==> config.mk <==
export PLATFORM = sky130hd
export DESIGN_NAME = clk_div_gen
export DESIGN_NICKNAME = d
export VERILOG_FILES = /design/src/rtl/clk_div_gen.sv
export SDC_FILE = /design/constraint.sdc
export NUM_CORES = 1
export LEC_CHECK = 0
export ABC_AREA = 1
export CORE_UTILIZATION = 52
export DETAILED_ROUTE_END_ITERATION = 8
export HOLD_SLACK_MARGIN = 0.06
export PLACE_DENSITY_LB_ADDON = 0.3
export SLEW_MARGIN = 20
export SYNTH_ARGS = -nofsm -noshare
export SYNTH_HDL_FRONTEND = slang
export SYNTH_SLANG_ARGS = --single-unit
export TNS_END_PERCENT = 30
==> constraint.sdc <==
create_clock -name clk -period 2.4 [get_ports clk]
set_clock_uncertainty 0.1 [all_clocks]
set_input_delay 0.36 -clock clk [delete_from_list [all_inputs] [get_ports clk]]
set_output_delay 0.36 -clock clk [all_outputs]
set_load 0.01 [all_outputs]
==> src/rtl/clk_div_gen.sv <==
// clk_div_gen: NCH independent programmable clock dividers / PWM generators.
// Each channel counts 0..P_act-1. It drives div_out high for the first H_act
// counts, and pulses tick and cfg_ld on every period start ("restart").
// New period/high values are sampled only at a restart, so a reload never
// glitches the output. A shared level-sensitive sync input restarts every
// enabled channel on the same edge.
//
// Handshake note: this block has no valid/ready traffic. en is a plain level
// qualifier per channel. tick and cfg_ld are single-cycle registered strobes
// that the consumer samples on the clock edge after they are raised.
module clk_div_gen #(
    parameter int NCH        = 2,
    parameter int CNT_W      = 16,
    parameter int RST_PERIOD = 50,
    parameter int RST_HIGH   = 25
) (
    input  logic                 clk,
    input  logic                 rst_n,
    input  logic [NCH-1:0]       en,
    input  logic [NCH*CNT_W-1:0] period,
    input  logic [NCH*CNT_W-1:0] high,
    input  logic                 sync,
    output logic [NCH-1:0]       div_out,
    output logic [NCH-1:0]       tick,
    output logic [NCH-1:0]       cfg_ld
);

    localparam logic [CNT_W-1:0] ONE       = CNT_W'(1);
    localparam logic [CNT_W-1:0] TWO       = CNT_W'(2);
    localparam logic [CNT_W-1:0] RST_P_VAL = CNT_W'(RST_PERIOD);
    localparam logic [CNT_W-1:0] RST_H_VAL = CNT_W'(RST_HIGH);

    for (genvar g = 0; g < NCH; g++) begin : g_ch
        logic [CNT_W-1:0] per_req;
        logic [CNT_W-1:0] high_req;
        logic [CNT_W-1:0] per_eff;
        logic [CNT_W-1:0] cnt_inc;
        logic [CNT_W-1:0] cnt_q,   cnt_d;
        logic [CNT_W-1:0] p_act_q, p_act_d;
        logic [CNT_W-1:0] h_act_q, h_act_d;
        logic             en_prev_q;
        logic             div_q,  div_d;
        logic             tick_q, tick_d;
        logic             cfg_q,  cfg_d;
        logic             restart;

        assign per_req  = period[g*CNT_W +: CNT_W];
        assign high_req = high[g*CNT_W +: CNT_W];
        // A period shorter than 2 cannot produce a high and a low phase, so it is clamped.
        assign per_eff  = (per_req < TWO) ? TWO : per_req;
        // cnt_q never exceeds P_act-1 <= 2^CNT_W-2, so this increment cannot overflow.
        assign cnt_inc  = cnt_q + ONE;

        // A restart happens on an enable rise, at the end of a period, or on sync, and only while enabled.
        assign restart = en[g] && (!en_prev_q || (cnt_q == p_act_q - ONE) || sync);

        // Next-state selection: disabled, restart, or count within the period.
        always_comb begin
            cnt_d   = cnt_q;
            p_act_d = p_act_q;
            h_act_d = h_act_q;
            div_d   = 1'b0;
            tick_d  = 1'b0;
            cfg_d   = 1'b0;
            if (!en[g]) begin
                cnt_d = '0;
            end else if (restart) begin
                cnt_d   = '0;
                p_act_d = per_eff;
                h_act_d = high_req;
                tick_d  = 1'b1;
                cfg_d   = 1'b1;
                div_d   = (high_req != '0);
            end else begin
                cnt_d = cnt_inc;
                div_d = (cnt_inc < h_act_q);
            end
        end

        // Channel state registers with asynchronous active-low reset.
        always_ff @(posedge clk or negedge rst_n) begin
            if (!rst_n) begin
                cnt_q     <= '0;
                p_act_q   <= RST_P_VAL;
                h_act_q   <= RST_H_VAL;
                en_prev_q <= 1'b0;
                div_q     <= 1'b0;
                tick_q    <= 1'b0;
                cfg_q     <= 1'b0;
            end else begin
                cnt_q     <= cnt_d;
                p_act_q   <= p_act_d;
                h_act_q   <= h_act_d;
                en_prev_q <= en[g];
                div_q     <= div_d;
                tick_q    <= tick_d;
                cfg_q     <= cfg_d;
            end
        end

        assign div_out[g] = div_q;
        assign tick[g]    = tick_q;
        assign cfg_ld[g]  = cfg_q;
    end

endmodule

**Yosys cells after proc, flatten, opt, wreduce, memory -nomap -nowiden**

Index checks and enable logic that the tools add are counted.

- Add/sub/neg operators: 4
- $lt $le $gt $ge: 4
- Equality and inequality tests: 2
- Muxes and demuxes: 14
- Reductions and logical operators: 12

Operators by type and width:

| operator | number |
|---|---|
| two-way mux 16 bit | 6 |
| adder 16 x 1 -> 16 bit (second input constant) | 2 |
| == test 16 bit | 2 |
| < comparator 16 bit | 2 |
| < comparator 16 x 2 -> 1 bit (second input constant) | 2 |
| nonzero test 16 bit | 2 |
| subtractor 16 x 1 -> 16 bit (second input constant) | 2 |
| two-way mux 1 bit | 8 |
| logical OR 1 bit | 4 |
| AND reduction 2 bit | 2 |
| logical AND 1 bit | 2 |
| zero test 1 bit | 2 |

- Flip-flop bits (word level): 102
- Input bits: 69
- Word-level logic and storage cells: 48

**Depth between registers and ports, before layout**

- Word-level depth: 7
- Depth in mapped cells: 19
- Mapped depth without buffers: 18

**Worst setup path before layout**

No wires, ideal clock.

- Kind: register to register
- From: reg g_ch[0].cnt_q[2]
- To: reg g_ch[0].div_q
- Library setup time: 113 ps
- Data arrival time: 2,383 ps
- Path slack: -196 ps
- Stages on the path, launching flop included: 18
- Path buffers: 0
- Period minus slack after synthesis: 2,596 ps
- Path through: dfrtp_1 -> nand2_1 -> nor2_1 -> inv_1 -> nor3_2 -> nand3_1 -> nand3b_1 -> nor3_1 -> xor2_1 -> inv_1 -> ha_1 -> inv_1 -> o31ai_1 -> a21oi_1 -> nand2_1 -> nand2_1 -> nand2_1 -> inv_1

- Longest elaborated chain between the ends: 6

RTL lines:

| element | RTL line | text |
|---|---|---|
| start: declaration | 38 | `logic [CNT_W-1:0] cnt_q, cnt_d;` |
| start signal: assignment | 91 | `cnt_q <= cnt_d;` |
| parallel branches: the longest is 4 deep, another holds adder 16 x 1 -> 16 bit | -- |  |
| two-way mux 1 bit * | 67 | `end else if (restart) begin` |
| two-way mux 1 bit * | 65 | `if (!en[g]) begin` |
| net g_ch[0].div_d | 42 | `logic div_q, div_d;` |
| end signal: assignment | 95 | `div_q <= div_d;` |
| end: declaration | 42 |  |

Mark *: on every way through the listed nets, which the timed path passes.
A chain may end at the register's enable or synchronous reset.

**Worst setup path after layout**

- From: reg g_ch[1].cnt_q[1]
- To: reg g_ch[1].div_q

- Longest elaborated chain between the ends: 6

RTL lines:

| element | RTL line |
|---|---|
| start: declaration | 38 |
| start signal: assignment | 91 |
| parallel branches: the longest is 4 deep, another holds adder 16 x 1 -> 16 bit | -- |
| two-way mux 1 bit * | 67 |
| two-way mux 1 bit * | 65 |
| net g_ch[1].div_d | 42 |
| end signal: assignment | 95 |
| end: declaration | 42 |

Marks and branches as above.

==> results.cfg <==
[min_path]
hold_end = g_ch[1].h_act_q[4]$_DFFE_PN1P_
min_path_type = register to register
hold_depth = 2
worstHoldStart = g_ch[1].h_act_q[4]$_DFFE_PN1P_

[place]
dp_hpwl_um = 10460
gp_congestion = 0.8420
io_buffers = 74
dpl_cell_area_mm2 = 0.007756

[power]
p_clk_share_pct = 34.5
p_sw_share_pct = 29.03
p_int_uw = 3152
power.share.sequential_pct = 45.1
p_leak_uw = 0.004383
power_density_mw_per_mm2 = 526.8
comb_power_share_pct = 20.4
ir_drop_mv = 0.3672
p_sw_uw = 1289

[logic_synthesis]
synthesis.instances = 895
syn_nets = 998
ys_types = 37
ys_seq_elements = 102
synth_area_mm2 = 0.006606
synth.avg_cell_area_um2 = 7.381
ys_warn_count = 0
ys_seq_area_share_pct = 38.86

[die]
dieWidth_um = 114.7
die_area_mm2 = 0.01316
ios = 75
coreArea_mm2 = 0.01221
initial_core_util_pct = 54.10
die-height_um = 114.7
rows = 40

[worst_setup_path]
startpoint_type = register
cp_slowest_stage_delay_ps = 380
timing.rr.end = g_ch[1].div_q$_DFF_PN0_
crit_type = register to register
crit_start = g_ch[1].cnt_q[1]$_DFF_PN0_
crit_fanout = 3
crit_path_frequent_cell = nand2_1
rr_worst_depth = 16
critPathBufInv = 2
crit_required_ps = 2560
cp_slowest_cell = dfrtp_1
r2r_slack_ps = -300
r2r_start = g_ch[1].cnt_q[1]$_DFF_PN0_
arrival_ps = 2860
crit_path_cell_trace = ha_2 > nand3_2 > nor3_4 > nand3_1 > nor3_2 > nand3_2 > xor2_2 > inv_1 > ha_1 > nand2_1 > nor2_2 > nand3_1 > nand2_1 > nand2_1 > nand2_1 > inv_1
crit_family = simple AND/OR/NAND/NOR gates
end_kind = register

[sta]
tns_ps = -4629
setup_viol = 42
hold_violations = 0
fmax_mhz = 370.5
grt_setup_unrepaired = true
layout_min_cycle_time_ps = 2699
finalCritPeriodShare_pct = 112.5
tightest_slew_ps = 481.3
fin_ws_ps = -299.3
finalMaxSlewViolations = 0
max-slew-margin-rel_pct = 67.92

[route]
antenna_left = 0
wirelength_um = 15050
drc_errors = 0
routed-via-count = 5766
viasPerCell = 4.833
first_iter_violations = 381
wire_per_inst_um = 12.61
dr.pass1.iters = 5

[clocking]
cts_tree = done
cts.clk_slew.worst_paths_ps = 70
cts_sinks = 102
cts_buffers = 9
root_buffer = clkbuf_16
cts-htree-levels = 3
clockBufferDepth = 2
insertion_delay_ps = 360

[cells_and_area]
syn2layout_area_growth_pct = 27.63
multiInputGateArea_mm2 = 0.003452
final_area_mm2 = 0.008432
nets = 1123
final.fill_count = 993
antennaDiodeCount = 0
drive_gt1_share_pct = 15.51
regArea_mm2 = 0.002567

[run_status]
violations = setup timing
status = finished with violations

[flow_run]
drv_cap = 0

[global_route]
gr-usage-all-layers_pct = 23.96
grt_max_degree = 40
overflow = 0
grt_pass1_vias = 5350
grt_pass1_wl_um = 24700
antenna_found_initial = 0
cell type report:
cell class | count | share of cell area [%]
well taps | 168 | 2.493
inverters | 160 | 7.182
clock inverters | 4 | 0.6678
repair inverters | 1 | 0.05936
flip-flops and latches | 102 | 30.45
multi-input cells | 610 | 40.94
clock buffers | 12 | 3.042
repair buffers | 136 | 15.17
how the worst max path moves through the flow:
stage                              endpoint  cells past startpoint  slack [ps]
CTS                 g_ch[1].div_q$_DFF_PN0_                     16        -180
finish              g_ch[1].div_q$_DFF_PN0_                     16        -300
detailed placement  g_ch[0].div_q$_DFF_PN0_                     17        -180
global route        g_ch[1].div_q$_DFF_PN0_                     16        -510
floorplan           g_ch[0].div_q$_DFF_PN0_                     17        -160
global placement    g_ch[0].div_q$_DFF_PN0_                     17        -100
worst min-delay path, stage by stage (launching register included):
cell     delay (ps)
dfstp_2         370
nand2_1          50
o21ai_1          50
metal layers:
metal | track usage [%] | part of all wire, % | up-vias
li1 | - | - | 3037
met1 | 34.92 | 50 | 2586
met2 | 36.08 | 44 | 123
met3 | 3.229 | 3.8 | 20
met4 | 9.784 | 2.0 | 0
met5 | 0 | 0 | -
Yosys cell counts (all sizes together):
cell	number	area (um^2)
a21o	3	22.52
a21oi	19	95.09
a31oi	2	12.51
and2	1	6.260
buf	20	148.9
clkbuf	3	12.51
dfrtp	90	2252
dfstp	12	315.3
ha	34	425.4
inv	160	600.6
nand2	246	943.4
nand3	43	220.2
nand3b	5	37.54
nand4	19	118.9
nor2	101	419.2
nor2b	1	6.260
nor3	13	90.09
nor4	8	50.05
o21ai	62	359.1
o21bai	2	15.01
o31ai	2	15.01
o41ai	2	17.52
or2	1	6.260
xnor2	7	61.31
xnor3	1	22.52
xor2	38	332.8
through the flow:
step	hold slack, ps	instances	total power [uW]	setup WS (ps)	utilization [%]
after floorplan	-35.59	895	2567	-161.3	-
after global placement	253.1	1155	2861	-104.9	63.51
after detailed placement	250.7	1155	2883	-177.8	63.51
after CTS	376.4	1185	4436	-182.3	67.47
after global routing	391.1	1193	4700	-512.8	69.05
final	374.6	1193	4442	-299.3	69.05
registers in the layout (all words and copies together) (netlist names):
signal          cells
g_ch.cnt_q         32
g_ch.h_act_q       32
g_ch.p_act_q       32
g_ch.cfg_q          2
g_ch.div_q          2
g_ch.en_prev_q      2
placed cells by master (no fill, tap or decap), types with 6 or more instances in the layout:
cell             synthesis  layout
nand3_1                 42      38
ha_1                    34      28
dfstp_2                 12      12
clkbuf_16                0       9
a21oi_1                 19      19
buf_4                    7      54
nand2_1                238     235
dfrtp_1                 90      90
nor3_1                   8       6
inv_2                    4       9
o21ai_0                 14      11
nand4_1                 19      19
nor2_2                   7       9
clkdlybuf4s50_1          0      73
inv_1                  156     150
o21ai_2                 13      14
nor4_1                   8       8
o21ai_1                 35      37
xnor2_1                  7       7
xor2_1                  38      36
nor2_1                  91      87
nand2_2                  8       8
repair_timing:
| item | in CTS | in global routing |
|---|---|---|
| hold buffers | 1 | 0 |
| hold endpoints to repair | 28 | 0 |
| setup endpoints to repair | 42 | 84 |
| buffers inserted | 13 | 7 |
| gates resized for setup | 16 | 33 |
| pin swaps | 13 | 16 |
| cloned | 0 | 1 |
power by group through the flow:
stage	combinational, uW	clock [uW]	sequential [uW]
final	907	1530	2000
after global routing	1040	1640	2020
after CTS	882	1560	2000
after detailed placement	858	0	2020
after global placement	838	0	2020
after floorplan	575	0	1990
logic make-up (layout without fill, tap and decap cells):
kind of cell    count (synthesis)  after routing  synth area share (%)
compound gates                 92             92                 8.125
buf+inv                       183            313                 11.53
fa+ha+maj                      34             34                 6.439
flops                         102            102                 38.86
simple gates                  438            438                 28.73
xor+xnor                       46             46                 6.307
Power figures use the tool's default switching activity.
